--- src/rtl/regfile_sweep_reader_if.sv ---
// Bundle between the register-file sweep reader, its controller, the register
// file read port and the downstream consumer of captured words.
interface regfile_sweep_reader_if #(
    parameter int N = 8,
    parameter int R = 32
);
    localparam int RR = $clog2(R);

    logic          start;
    logic [RR-1:0] base_id;
    logic [RR:0]   count;
    logic [RR-1:0] rf_reg_id_r;
    logic [N-1:0]  rf_data;
    logic [N-1:0]  out_data;
    logic [RR-1:0] out_id;
    logic          out_valid;
    logic          out_ready;
    logic          busy;
    logic          done;

    // Output stream: a beat transfers on a rising edge where out_valid and
    // out_ready are both high; once raised, out_valid stays high with out_data
    // and out_id unchanged until that edge, and out_ready alone does nothing.
    modport master (
        input  start, base_id, count, rf_data, out_ready,
        output rf_reg_id_r, out_data, out_id, out_valid, busy, done
    );

    modport slave (
        output start, base_id, count, rf_data, out_ready,
        input  rf_reg_id_r, out_data, out_id, out_valid, busy, done
    );
endinterface

--- src/rtl/regfile_sweep_reader.sv ---
// Sweeps a wrapping range of register IDs through the register file read port
// and streams each captured word out tagged with its ID.
module regfile_sweep_reader #(
    parameter int N = 8,
    parameter int R = 32
) (
    input  logic                          clk,
    input  logic                          rst,
    regfile_sweep_reader_if.master        sweep_if,
    output logic [1:0]                    dbg_state_o
);
    localparam int RR = $clog2(R);
    localparam int CW = RR + 1;
    localparam logic [CW-1:0] CNT_MAX = CW'(R);
    localparam logic [RR-1:0] ID_LAST = RR'(R - 1);

    typedef enum logic [1:0] {S_IDLE, S_READ, S_HOLD, S_DONE} state_e;

    state_e        state_q, state_d;
    logic [CW-1:0] cnt_q, cnt_d;
    logic [RR-1:0] rf_id_q, rf_id_d;
    logic [N-1:0]  out_data_q, out_data_d;
    logic [RR-1:0] out_id_q, out_id_d;
    logic          out_valid_q, out_valid_d;
    logic          busy_q, busy_d;
    logic          done_q, done_d;
    logic [RR-1:0] rf_id_next;

    // Explicit wrap compare so non-power-of-two R never addresses past R-1.
    assign rf_id_next = (rf_id_q == ID_LAST) ? '0 : rf_id_q + 1'b1;

    always_ff @(posedge clk or negedge rst) begin
        if (!rst) begin
            state_q     <= S_IDLE;
            cnt_q       <= '0;
            rf_id_q     <= '0;
            out_data_q  <= '0;
            out_id_q    <= '0;
            out_valid_q <= 1'b0;
            busy_q      <= 1'b0;
            done_q      <= 1'b0;
        end else begin
            state_q     <= state_d;
            cnt_q       <= cnt_d;
            rf_id_q     <= rf_id_d;
            out_data_q  <= out_data_d;
            out_id_q    <= out_id_d;
            out_valid_q <= out_valid_d;
            busy_q      <= busy_d;
            done_q      <= done_d;
        end
    end

    always_comb begin
        state_d     = state_q;
        cnt_d       = cnt_q;
        rf_id_d     = rf_id_q;
        out_data_d  = out_data_q;
        out_id_d    = out_id_q;
        out_valid_d = out_valid_q;
        busy_d      = busy_q;

        case (state_q)
            S_IDLE: begin
                if (sweep_if.start) begin
                    if (sweep_if.count != '0) begin
                        cnt_d   = (sweep_if.count > CNT_MAX) ? CNT_MAX : sweep_if.count;
                        rf_id_d = sweep_if.base_id;
                        busy_d  = 1'b1;
                        state_d = S_READ;
                    end else begin
                        state_d = S_DONE;
                    end
                end
            end
            S_READ: begin
                out_data_d  = sweep_if.rf_data;
                out_id_d    = rf_id_q;
                out_valid_d = 1'b1;
                state_d     = S_HOLD;
            end
            S_HOLD: begin
                if (out_valid_q && sweep_if.out_ready) begin
                    cnt_d       = cnt_q - 1'b1;
                    out_valid_d = 1'b0;
                    if (cnt_q == CW'(1)) begin
                        state_d = S_DONE;
                    end else begin
                        rf_id_d = rf_id_next;
                        state_d = S_READ;
                    end
                end
            end
            S_DONE: begin
                busy_d  = 1'b0;
                state_d = S_IDLE;
            end
            default: state_d = S_IDLE;
        endcase

        // done is registered, so it is high for exactly the cycle spent in DONE.
        done_d = (state_d == S_DONE);
    end

    assign sweep_if.rf_reg_id_r = rf_id_q;
    assign sweep_if.out_data    = out_data_q;
    assign sweep_if.out_id      = out_id_q;
    assign sweep_if.out_valid   = out_valid_q;
    assign sweep_if.busy        = busy_q;
    assign sweep_if.done        = done_q;
    assign dbg_state_o          = state_q;
endmodule

--- src/flat_wrapper.sv ---
// flat-port wrapper written by rule: the top's interface ports become plain ports
module regfile_sweep_reader_flat 
#(
    parameter int N = 8,
    parameter int R = 32
)
  (clk, rst, dbg_state_o, sweep_if_start, sweep_if_base_id, sweep_if_count, sweep_if_rf_data, sweep_if_out_ready, sweep_if_rf_reg_id_r, sweep_if_out_data, sweep_if_out_id, sweep_if_out_valid, sweep_if_busy, sweep_if_done);
  regfile_sweep_reader_if #(.N(N), .R(R)) sweep_if_i ();
  input  logic clk;
  input  logic rst;
  output logic [1:0] dbg_state_o;
  input wire logic [$bits(sweep_if_i.start)-1:0] sweep_if_start;
  input wire logic [$bits(sweep_if_i.base_id)-1:0] sweep_if_base_id;
  input wire logic [$bits(sweep_if_i.count)-1:0] sweep_if_count;
  input wire logic [$bits(sweep_if_i.rf_data)-1:0] sweep_if_rf_data;
  input wire logic [$bits(sweep_if_i.out_ready)-1:0] sweep_if_out_ready;
  output wire logic [$bits(sweep_if_i.rf_reg_id_r)-1:0] sweep_if_rf_reg_id_r;
  output wire logic [$bits(sweep_if_i.out_data)-1:0] sweep_if_out_data;
  output wire logic [$bits(sweep_if_i.out_id)-1:0] sweep_if_out_id;
  output wire logic [$bits(sweep_if_i.out_valid)-1:0] sweep_if_out_valid;
  output wire logic [$bits(sweep_if_i.busy)-1:0] sweep_if_busy;
  output wire logic [$bits(sweep_if_i.done)-1:0] sweep_if_done;
  assign sweep_if_i.start = sweep_if_start;
  assign sweep_if_i.base_id = sweep_if_base_id;
  assign sweep_if_i.count = sweep_if_count;
  assign sweep_if_i.rf_data = sweep_if_rf_data;
  assign sweep_if_i.out_ready = sweep_if_out_ready;
  assign sweep_if_rf_reg_id_r = sweep_if_i.rf_reg_id_r;
  assign sweep_if_out_data = sweep_if_i.out_data;
  assign sweep_if_out_id = sweep_if_i.out_id;
  assign sweep_if_out_valid = sweep_if_i.out_valid;
  assign sweep_if_busy = sweep_if_i.busy;
  assign sweep_if_done = sweep_if_i.done;
  regfile_sweep_reader #(.N(N), .R(R)) u_core (.clk(clk), .rst(rst), .sweep_if(sweep_if_i), .dbg_state_o(dbg_state_o));
endmodule
--- config.mk ---
export PLATFORM = sky130hd
export DESIGN_NAME = regfile_sweep_reader_flat
export DESIGN_NICKNAME = d
export VERILOG_FILES = /design/src/rtl/regfile_sweep_reader_if.sv /design/src/rtl/regfile_sweep_reader.sv /design/src/flat_wrapper.sv
export SDC_FILE = /design/constraint.sdc
export NUM_CORES = 1
export LEC_CHECK = 0
export CORE_MARGIN = 3
export CORE_UTILIZATION = 50
export CTS_CLUSTER_SIZE = 24
export DETAILED_ROUTE_END_ITERATION = 10
export PLACE_DENSITY = 0.87
export SLEW_MARGIN = 10
export SYNTH_ARGS = -nofsm -noshare
export SYNTH_HDL_FRONTEND = slang
export SYNTH_SLANG_ARGS = --single-unit
--- constraint.sdc ---
create_clock -name clk -period 4.3 [get_ports clk]
set_input_delay 0.86 -clock clk [delete_from_list [all_inputs] [get_ports clk]]
set_output_delay 0.86 -clock clk [all_outputs]
set_load 0.03 [all_outputs]
Word-level counts from Yosys, hierarchy flattened

Cells that the tools add are included.

Equality and inequality tests: 10
Bitwise gates (word level): 0
Divide/modulo/power cells: 0
$lt $le $gt $ge: 1
Reduce and logical (&&, ||, !) cells: 10
Mux-type cells: 21
Multipliers: 0
Add/sub/neg operators: 2
Shifts and indexed selects: 0

Operator list:

| kind                | number |
|---|---|
| $mux 5              | 5 |
| $mux 6              | 4 |
| $pmux 6 s2          | 1 |
| $pmux 5 s2          | 1 |
| $mux 2              | 4 |
| $pmux 2 s4          | 1 |
| $eq 2x2->1 const B  | 3 |
| $eq 6x1->1 const B  | 1 |
| $gt 6x6->1 const B  | 1 |
| $reduce_bool 2->1   | 3 |
| $reduce_bool 6->1   | 1 |
| $sub 6x1->6 const B | 1 |
| $add 5x1->5 const B | 1 |
| $eq 5x5->1 const B  | 1 |
| $reduce_and 5->1    | 1 |
| $ne 2x1->1 const B  | 2 |
| $ne 2x2->1 const B  | 2 |
| $pmux 1 s2          | 2 |
| $reduce_and 4->1    | 1 |
| $mux 1              | 3 |
| $reduce_and 3->1    | 1 |
| $eq 2x1->1 const B  | 1 |
| $logic_not 2->1     | 1 |
| $reduce_and 2->1    | 1 |
| $logic_and 1x1->1   | 1 |

Flip-flop bits (word level): 29
Bits in read-only memories: 0
Bits in writable memories: 0
Latch bits: 0
Word-level logic and storage cells: 52
Memories kept: 0

Depth between registers and ports, before layout

Gate-level depths: netlist of run 1.

Depth after elaboration: 5
Mapped depth: 7
Gate-level depth less buffers: 6

Worst setup path after synthesis of run 1

OpenSTA, ideal clock, no wires.

Path type: input to register
Start point: in sweep_if_count[1]
End point: reg u_core.cnt_q[1]
Setup time: 125 ps
Path slack: 2,080 ps
Arrival: 2,095 ps
Stages on the path: 5
Cells stage by stage: or4_4 nor2_4 or2_1 buf_4 mux2_4

Word-level cells in the longest chain between the ends: 5
Elaborated cells between the ends (all ways): 8
Classes of those cells: order compare: 1; eq/ne: 1; mux: 4; reduce/logical: 2

Ends and longest elaborated chain:

| item                   | RTL line                   | source |
|---|---|---|
| start: declaration     | flat_wrapper.sv:14         | `input wire logic [$bits(sweep_if_i.count)-1:0] sweep_if_count;` |
| $gt 6x6->1             | regfile_sweep_reader.sv:67 | `cnt_d = (sweep_if.count > CNT_MAX) ? CNT_MAX : sweep_if.count;` |
| $mux 6                 | regfile_sweep_reader.sv:67 |  |
| $mux 6                 | regfile_sweep_reader.sv:66 | `if (sweep_if.count != '0) begin` |
| $mux 6                 | regfile_sweep_reader.sv:65 | `if (sweep_if.start) begin` |
| $pmux 6 s2             | regfile_sweep_reader.sv:63 | `case (state_q)` |
| end signal: assignment | regfile_sweep_reader.sv:44 | `cnt_q <= cnt_d;` |
| end: declaration       | regfile_sweep_reader.sv:20 | `logic [CW-1:0] cnt_q, cnt_d;` |

Several ways; a longest one is shown, not always the timed one. The select of a mux whose other input is x is not followed.
A chain may end at the register's enable or synchronous reset.

Final worst setup path of run 1

Start point: reg u_core.state_q[1], in the netlist u_core.dbg_state_o[1]
End point: out dbg_state_o[1]

RTL lines:

| item                     | RTL line                   | source |
|---|---|---|
| start: declaration       | regfile_sweep_reader.sv:19 | `state_e state_q, state_d;` |
| start signal: assignment | regfile_sweep_reader.sv:43 | `state_q <= state_d;` |
| end: declaration         | flat_wrapper.sv:11         | `output logic [1:0] dbg_state_o;` |

No word-level cell between the ends.

==> results_dict.tcl, run 1 <==
set metrics [dict create \
    status "finished clean" \
    hold_buffers 0 \
    worstMarginPinSlew_ns 0.6888 \
    finClkSkew_ns 0.004532 \
    cp_top_family "buffers and inverters" \
    crit-reg2reg-launch "u_core.dbg_state_o[0]$_DFF_PN0_" \
    cts_resized 0 \
    synth_nets 167 \
    rsz0062_at_grt "no" \
    yosys.area_share.simple_pct 16.10 \
    first_global_vias 1271 \
    start_util_pct 54.21 \
    ir_drop_mv 0.3697 \
    crit_fanout 13 \
    ios 46 \
    clockRootBuffer "clkbuf_4" \
    grt_max_degree 30 \
    slew_violations 0 \
    postRouteAntennaNets 0 \
    yosys.area_share.xor_xnor_pct 0 \
    synth_top_family_by_area "simple AND/OR/NAND/NOR gates" \
    row_count 19 \
    die_w_um 61.62 \
    worstRegToRegCells 4 \
    yosys-mux-area-fraction_pct 13.35 \
    fin_crit_sh_pct 59.00 \
    rrSetupSlack_ns 2.32 \
    clk_pin_slew_ns 0.09 \
    path_depth 1 \
    drive_above_1_share_pct 16.67 \
    routed_via_density 6.046 \
    final_util_pct 71.45 \
    power.density_nw_per_um2 772.4 \
    hp-class "register to register" \
    worstSetupEndpointType "output pin" \
    hold_slack_ns 0.5148 \
    die_area_sq_um 3796 \
    async_reset_ff_share_pct 100.0 \
    synth_seq_area_share_pct 46.93 \
    syn_area_per_cell_sq_um 11.05 \
    place_area_sq_um 1983 \
    grt_pass1_wl_um 5671 \
    antenna_found_initial 0 \
    hpwl_um 2718 \
    worstSetupStartpoint "u_core.dbg_state_o[1]$_DFF_PN0_" \
    h-tree-depth 2 \
    numCtsBuffers 5 \
    hold_violations 0 \
    critical_path.slowest_cell "clkdlybuf4s50_1" \
    vias 1312 \
    finalCriticalPeriod_ns 2.537 \
    routabilityCongestion 0.9917 \
    postCtsSetupRepairBufs 0 \
    setup_viol 0 \
    portBuffers 45 \
    clockBufferDepth 2 \
    wl_per_cell_um 16.21 \
    clock_latency_ns 0.32 \
    initialDrtViolationCount 35 \
    drcViolationCount 0 \
    core_sq_um 2853 \
    path_buf_inv 1 \
    cp-endpoint "dbg_state_o[1]" \
    layout.nets 212 \
    drt_wl_total_um 3518 \
    ys_ff_latch 29 \
    r2r-end "u_core.cnt_q[1]$_DFFE_PN0P_" \
    crit_chain "clkdlybuf4s50_1" \
    worstPathArrival_ns 1.68 \
    overflow 0 \
    syn_to_final_growth_pct 31.80 \
    drt_first_pass_iters 4 \
    yosys.area_share.adder_pct 3.236 \
    multi_input_area_sq_um 738.2 \
    timing.setup.tns_ns 0 \
    synth_ff_type "dfrtp_1" \
    synth_compound_area_share_pct 15.05 \
    cpPeakStageDelay_ns 0.75 \
    final_area_sq_um 2038 \
    synthesis.area_sq_um 1546 \
    start_kind "register" \
    yosysUniqueCellTypes 39 \
    clock.fmax_ghz 0.3942 \
    tritoncts "built" \
    seqCellArea_sq_um 725.7 \
    syn_inst 140 \
    ys.warnings.count 0 \
    worstPathRequired_ns 3.44 \
    slew_headroom_pct 53.99 \
    critPathKind "register to output pin" \
    dieHeight_um 61.62 \
    grt.total_usage_pct 20.51 \
    num_antenna_cells 0 \
    cts_sinks 29 \
    synth_edf_count 0 \
    final.fill_count 217 \
    cellLeakagePower_nw 0.8487 \
    maxCapViolations 0 \
]
## metal layers
metal | vias to the layer above | track usage [%] | wire (um)
li1 | 603 | - | -
met1 | 641 | 23.68 | 1407
met2 | 60 | 35.87 | 1814
met3 | 8 | 5.031 | 237
met4 | 0 | 8.788 | 59
met5 | - | 0 | 0
## cells in the mapped netlist (all sizes together) (3+ instances only)
cell	n	area share (%)
a21oi	9	2.9
a31oi	3	1.2
buf	7	3.6
dfrtp	29	47
ha	4	3.2
inv	6	1.5
mux2	15	11
mux2i	3	1.9
nand2	6	1.5
nor2	7	2.2
nor2b	3	1.2
nor3	4	1.3
nor3b	4	1.9
o21ai	10	3.2
o31ai	6	2.9
or3	3	1.2
## per-stage QoR
step,power [W],worst slack [ns],instances
after detailed placement,0.001428,1.505,209
final,0.001574,1.763,217
after global routing,0.001683,1.655,217
after CTS,0.001587,1.723,217
after global placement,0.001382,1.590,209
after floorplan,0.001133,2.080,140
## how the worst min path moves through the flow
stage | startpoint | cells past startpoint | slack [ns] | end
after global placement | u_core.sweep_if.out_id[2]$_DFFE_PN0N_ | 1 | 0.49 | u_core.sweep_if.out_id[2]$_DFFE_PN0N_
after floorplan | u_core.cnt_q[4]$_DFFE_PN0P_ | 2 | 0.46 | u_core.cnt_q[4]$_DFFE_PN0P_
after detailed placement | u_core.sweep_if.out_data[0]$_DFFE_PN0N_ | 1 | 0.50 | u_core.sweep_if.out_data[0]$_DFFE_PN0N_
after global routing | u_core.sweep_if.out_id[1]$_DFFE_PN0N_ | 1 | 0.54 | u_core.sweep_if.out_id[1]$_DFFE_PN0N_
final | u_core.sweep_if.out_data[4]$_DFFE_PN0N_ | 1 | 0.51 | u_core.sweep_if.out_data[4]$_DFFE_PN0N_
after CTS | u_core.sweep_if.out_data[0]$_DFFE_PN0N_ | 1 | 0.52 | u_core.sweep_if.out_data[0]$_DFFE_PN0N_
## cell families (layout without fill, tap and decap cells)
family          Yosys count  in the layout
fa+ha+maj                 4              4
compound gates           35             35
simple gates             40             40
buf+inv                  14             60
mux                      18             18
flops                    29             29
## cells in the final DEF (no fill, tap or decap), types with 2 or more instances in the layout
cell type and instances:
dfrtp_1 29, a31oi_1 3, ha_1 4, clkbuf_4 5, or3_1 3, mux2_2 13
mux2_4 2, mux2i_1 3, nor3_1 4, clkdlybuf4s50_1 45, o31ai_1 6, nand3b_1 2
nand2_1 6, o21ai_0 10, or4_4 2, nor3b_1 4, inv_1 6, clkinv_2 2
a21oi_1 9, nor2b_1 3, nor2_1 6
## sequential cells by signal, indices dropped and copies added (netlist names)
signal	flops
u_core.cnt_q	6
u_core.dbg_state_o	2
u_core.sweep_if.busy	1
u_core.sweep_if.done	1
u_core.sweep_if.out_data	8
u_core.sweep_if.out_id	5
u_core.sweep_if.out_valid	1
u_core.sweep_if.rf_reg_id_r	5
## where the power goes
part           leakage [nW]  internal (W)  switching (W)
sequential            0.354      0.000397       0.000125
combinational         0.464      0.000409       0.000486
clock                0.0310     0.0000615      0.0000957
total                 0.849      0.000867       0.000707
## final cells by class
type	instances	area share, %
Clock buffer	5	1.842
Clock inverter	3	0.8594
Inverter	6	1.105
Multi-Input combinational cell	97	36.22
Sequential cell	29	35.60
Tap cell	31	1.903
Timing Repair Buffer	46	22.47
Power figures use the tool's default switching activity.
==> inputs of run 2 (changes only) <==
--- a/config.mk
+++ b/config.mk
@@ -6,10 +6,10 @@
 export NUM_CORES = 1
 export LEC_CHECK = 0
 export CORE_MARGIN = 3
-export CORE_UTILIZATION = 50
+export CORE_UTILIZATION = 47
 export CTS_CLUSTER_SIZE = 24
 export DETAILED_ROUTE_END_ITERATION = 10
-export PLACE_DENSITY = 0.87
+export PLACE_DENSITY = 0.83
 export SLEW_MARGIN = 10
 export SYNTH_ARGS = -nofsm -noshare
 export SYNTH_HDL_FRONTEND = slang
==> constraint.sdc (replaced) <==
create_clock -name clk -period 2.5 [get_ports clk]
set_input_delay 0.5 -clock clk [delete_from_list [all_inputs] [get_ports clk]]
set_output_delay 0.5 -clock clk [all_outputs]
set_load 0.03 [all_outputs]
==> run 2 against run 1 <==
Clock power up 82%. Sequential share of layout area down 0.54 points. Sequential cell count unchanged. Utilization is 4.8 points lower. Setup slack got worse by 1.5 ns. Worst hold slack got worse by 0.0047 ns. Count of clock-buffer cells in the layout increased by 2. Clock skew is 0.0091 ns higher. Via count shrank 1.1%. Design area rose by 1.5%.
==> results_dict.tcl, run 2 (same netlist as run 1, synthesis figures left out) <==
set metrics [dict create \
    hold_buffers 0 \
    hold_violations 0 \
    critPathKind "register to output pin" \
    h-tree-depth 2 \
    antenna_found_initial 0 \
    num_antenna_cells 0 \
    row_count 20 \
    cpPeakStageDelay_ns 0.75 \
    routed_via_density 5.615 \
    start_util_pct 49.84 \
    layout.nets 214 \
    postRouteAntennaNets 0 \
    portBuffers 45 \
    clock_latency_ns 0.33 \
    cp_top_family "buffers and inverters" \
    finalCriticalPeriod_ns 2.193 \
    first_global_vias 1312 \
    worstRegToRegCells 4 \
    drcViolationCount 0 \
    routabilityCongestion 0.9636 \
    drive_above_1_share_pct 16.58 \
    ios 46 \
    clock.fmax_ghz 0.4561 \
    core_sq_um 3103 \
    finClkSkew_ns 0.01366 \
    cts_sinks 29 \
    most-common-layout-cells "clkdlybuf4s50_1 (45), dfrtp_1 (29), mux2_2 (13), o21ai_0 (10), a21oi_1 (9)" \
    largest_reg_flops 8 \
    postCtsSetupRepairBufs 0 \
    path_buf_inv 1 \
    worstSetupStartpoint "u_core.dbg_state_o[1]$_DFF_PN0_" \
    vias 1297 \
    dieHeight_um 63.36 \
    status "finished clean" \
    setup_viol 0 \
    multi_input_area_sq_um 738.2 \
    hpwl_um 2645 \
    cellLeakagePower_nw 0.8584 \
    worstMarginPinSlew_ns 0.7212 \
    cts_resized 0 \
    start_kind "register" \
    numCtsBuffers 5 \
    clk_pin_slew_ns 0.09 \
    critical_path.slowest_cell "clkdlybuf4s50_1" \
    overflow 0 \
    r2r-end "u_core.cnt_q[1]$_DFFE_PN0P_" \
    crit_fanout 13 \
    crit-reg2reg-launch "u_core.dbg_state_o[0]$_DFF_PN0_" \
    fin_crit_sh_pct 87.70 \
    rsz0062_at_grt "no" \
    worstPathRequired_ns 2.00 \
    clockRootBuffer "clkbuf_4" \
    clockBufferDepth 2 \
    drt_wl_total_um 3468 \
    cp-endpoint "dbg_state_o[1]" \
    hp-class "register to register" \
    maxCapViolations 0 \
    worstPathArrival_ns 1.69 \
    fin_ws_ns 0.3075 \
    grt.total_usage_pct 18.95 \
    mostFrequentLayoutCell "clkdlybuf4s50_1" \
    rrSetupSlack_ns 0.59 \
    grt_pass1_wl_um 6009 \
    grt_max_degree 30 \
    seqCellArea_sq_um 725.7 \
    worstSetupEndpointType "output pin" \
    tritoncts "built" \
    syn_to_final_growth_pct 33.82 \
    place_worst_setup_slack_ns 0.08022 \
    ir_drop_mv 0.6513 \
    crit_chain "clkdlybuf4s50_1" \
    path_depth 1 \
    initialDrtViolationCount 38 \
    die_area_sq_um 4014 \
    power.density_nw_per_um2 1319 \
    drt_first_pass_iters 4 \
    die_w_um 63.36 \
    wl_per_cell_um 15.01 \
    final.fill_count 283 \
    timing.setup.tns_ns 0 \
    slew_violations 0 \
    slew_headroom_pct 51.82 \
]
## run 2: cell types whose count changed in the layout (fill, tap and decap cells not counted)
cell / delta
buf_4: +2
clkinvlp_4: -1
clkbuf_1: +1
clkbuf_8: +1
clkinv_2: -2
## run 2: routing by layer
metal / up-vias / routed length (um) / track usage [%]
met1: 620 / 1351 / 20.84
met4: 0 / 74 / 7.547
met3: 9 / 298 / 6.952
met5: - / 0 / 0
met2: 62 / 1744 / 32.86
li1: 606 / - / -
## run 2: worst min-delay path by stage
stage / depth (start not counted) / to / startpoint
after floorplan: 0 / u_core.cnt_q[0]$_DFFE_PN0P_ / rst
after global placement: 1 / u_core.sweep_if.out_id[3]$_DFFE_PN0N_ / u_core.sweep_if.out_id[3]$_DFFE_PN0N_
after detailed placement: 1 / u_core.sweep_if.out_data[2]$_DFFE_PN0N_ / u_core.sweep_if.out_data[2]$_DFFE_PN0N_
after CTS: 1 / u_core.sweep_if.out_data[2]$_DFFE_PN0N_ / u_core.sweep_if.out_data[2]$_DFFE_PN0N_
after global routing: 1 / u_core.sweep_if.out_data[5]$_DFFE_PN0N_ / u_core.sweep_if.out_data[5]$_DFFE_PN0N_
final: 1 / u_core.sweep_if.out_data[2]$_DFFE_PN0N_ / u_core.sweep_if.out_data[2]$_DFFE_PN0N_
## run 2: area by class of cell
cell class	instances	area share (%)
clock buffer	7	2.660
tap	44	2.660
multi-input combinational	97	35.67
sequential	29	35.07
inverter	6	1.088
timing repair buffer	48	22.85
## run 2: through the flow
stage / util [%] / area [sq um] / total power [W] / hold WS [ns] / instances
2_1_floorplan: - / 1546 / 0.001949 / 0.2044 / 140
3_3_place_gp: 64.92 / 2014 / 0.002392 / 0.4865 / 224
3_5_place_dp: 64.92 / 2014 / 0.002458 / 0.4919 / 224
4_1_cts: 66.69 / 2069 / 0.002748 / 0.5109 / 231
5_1_grt: 66.69 / 2069 / 0.002911 / 0.5405 / 231
6_report: 66.69 / 2069 / 0.002729 / 0.5101 / 231
## run 2: report_power, final
group	leakage, nW	switching, W	internal (W)
Clock	0.0314	0.000153	0.000132
Combinational	0.473	0.000838	0.000713
Sequential	0.354	0.000209	0.000683
Total	0.858	0.00120	0.00153
==> inputs of run 3 (changes only) <==
--- a/config.mk
+++ b/config.mk
@@ -10,7 +10,6 @@
 export CTS_CLUSTER_SIZE = 24
 export DETAILED_ROUTE_END_ITERATION = 10
 export PLACE_DENSITY = 0.83
-export SLEW_MARGIN = 10
 export SYNTH_ARGS = -nofsm -noshare
 export SYNTH_HDL_FRONTEND = slang
 export SYNTH_SLANG_ARGS = --single-unit
==> results of run 3 <==
Final layout, timing and power as in run 2 (identical DEF).
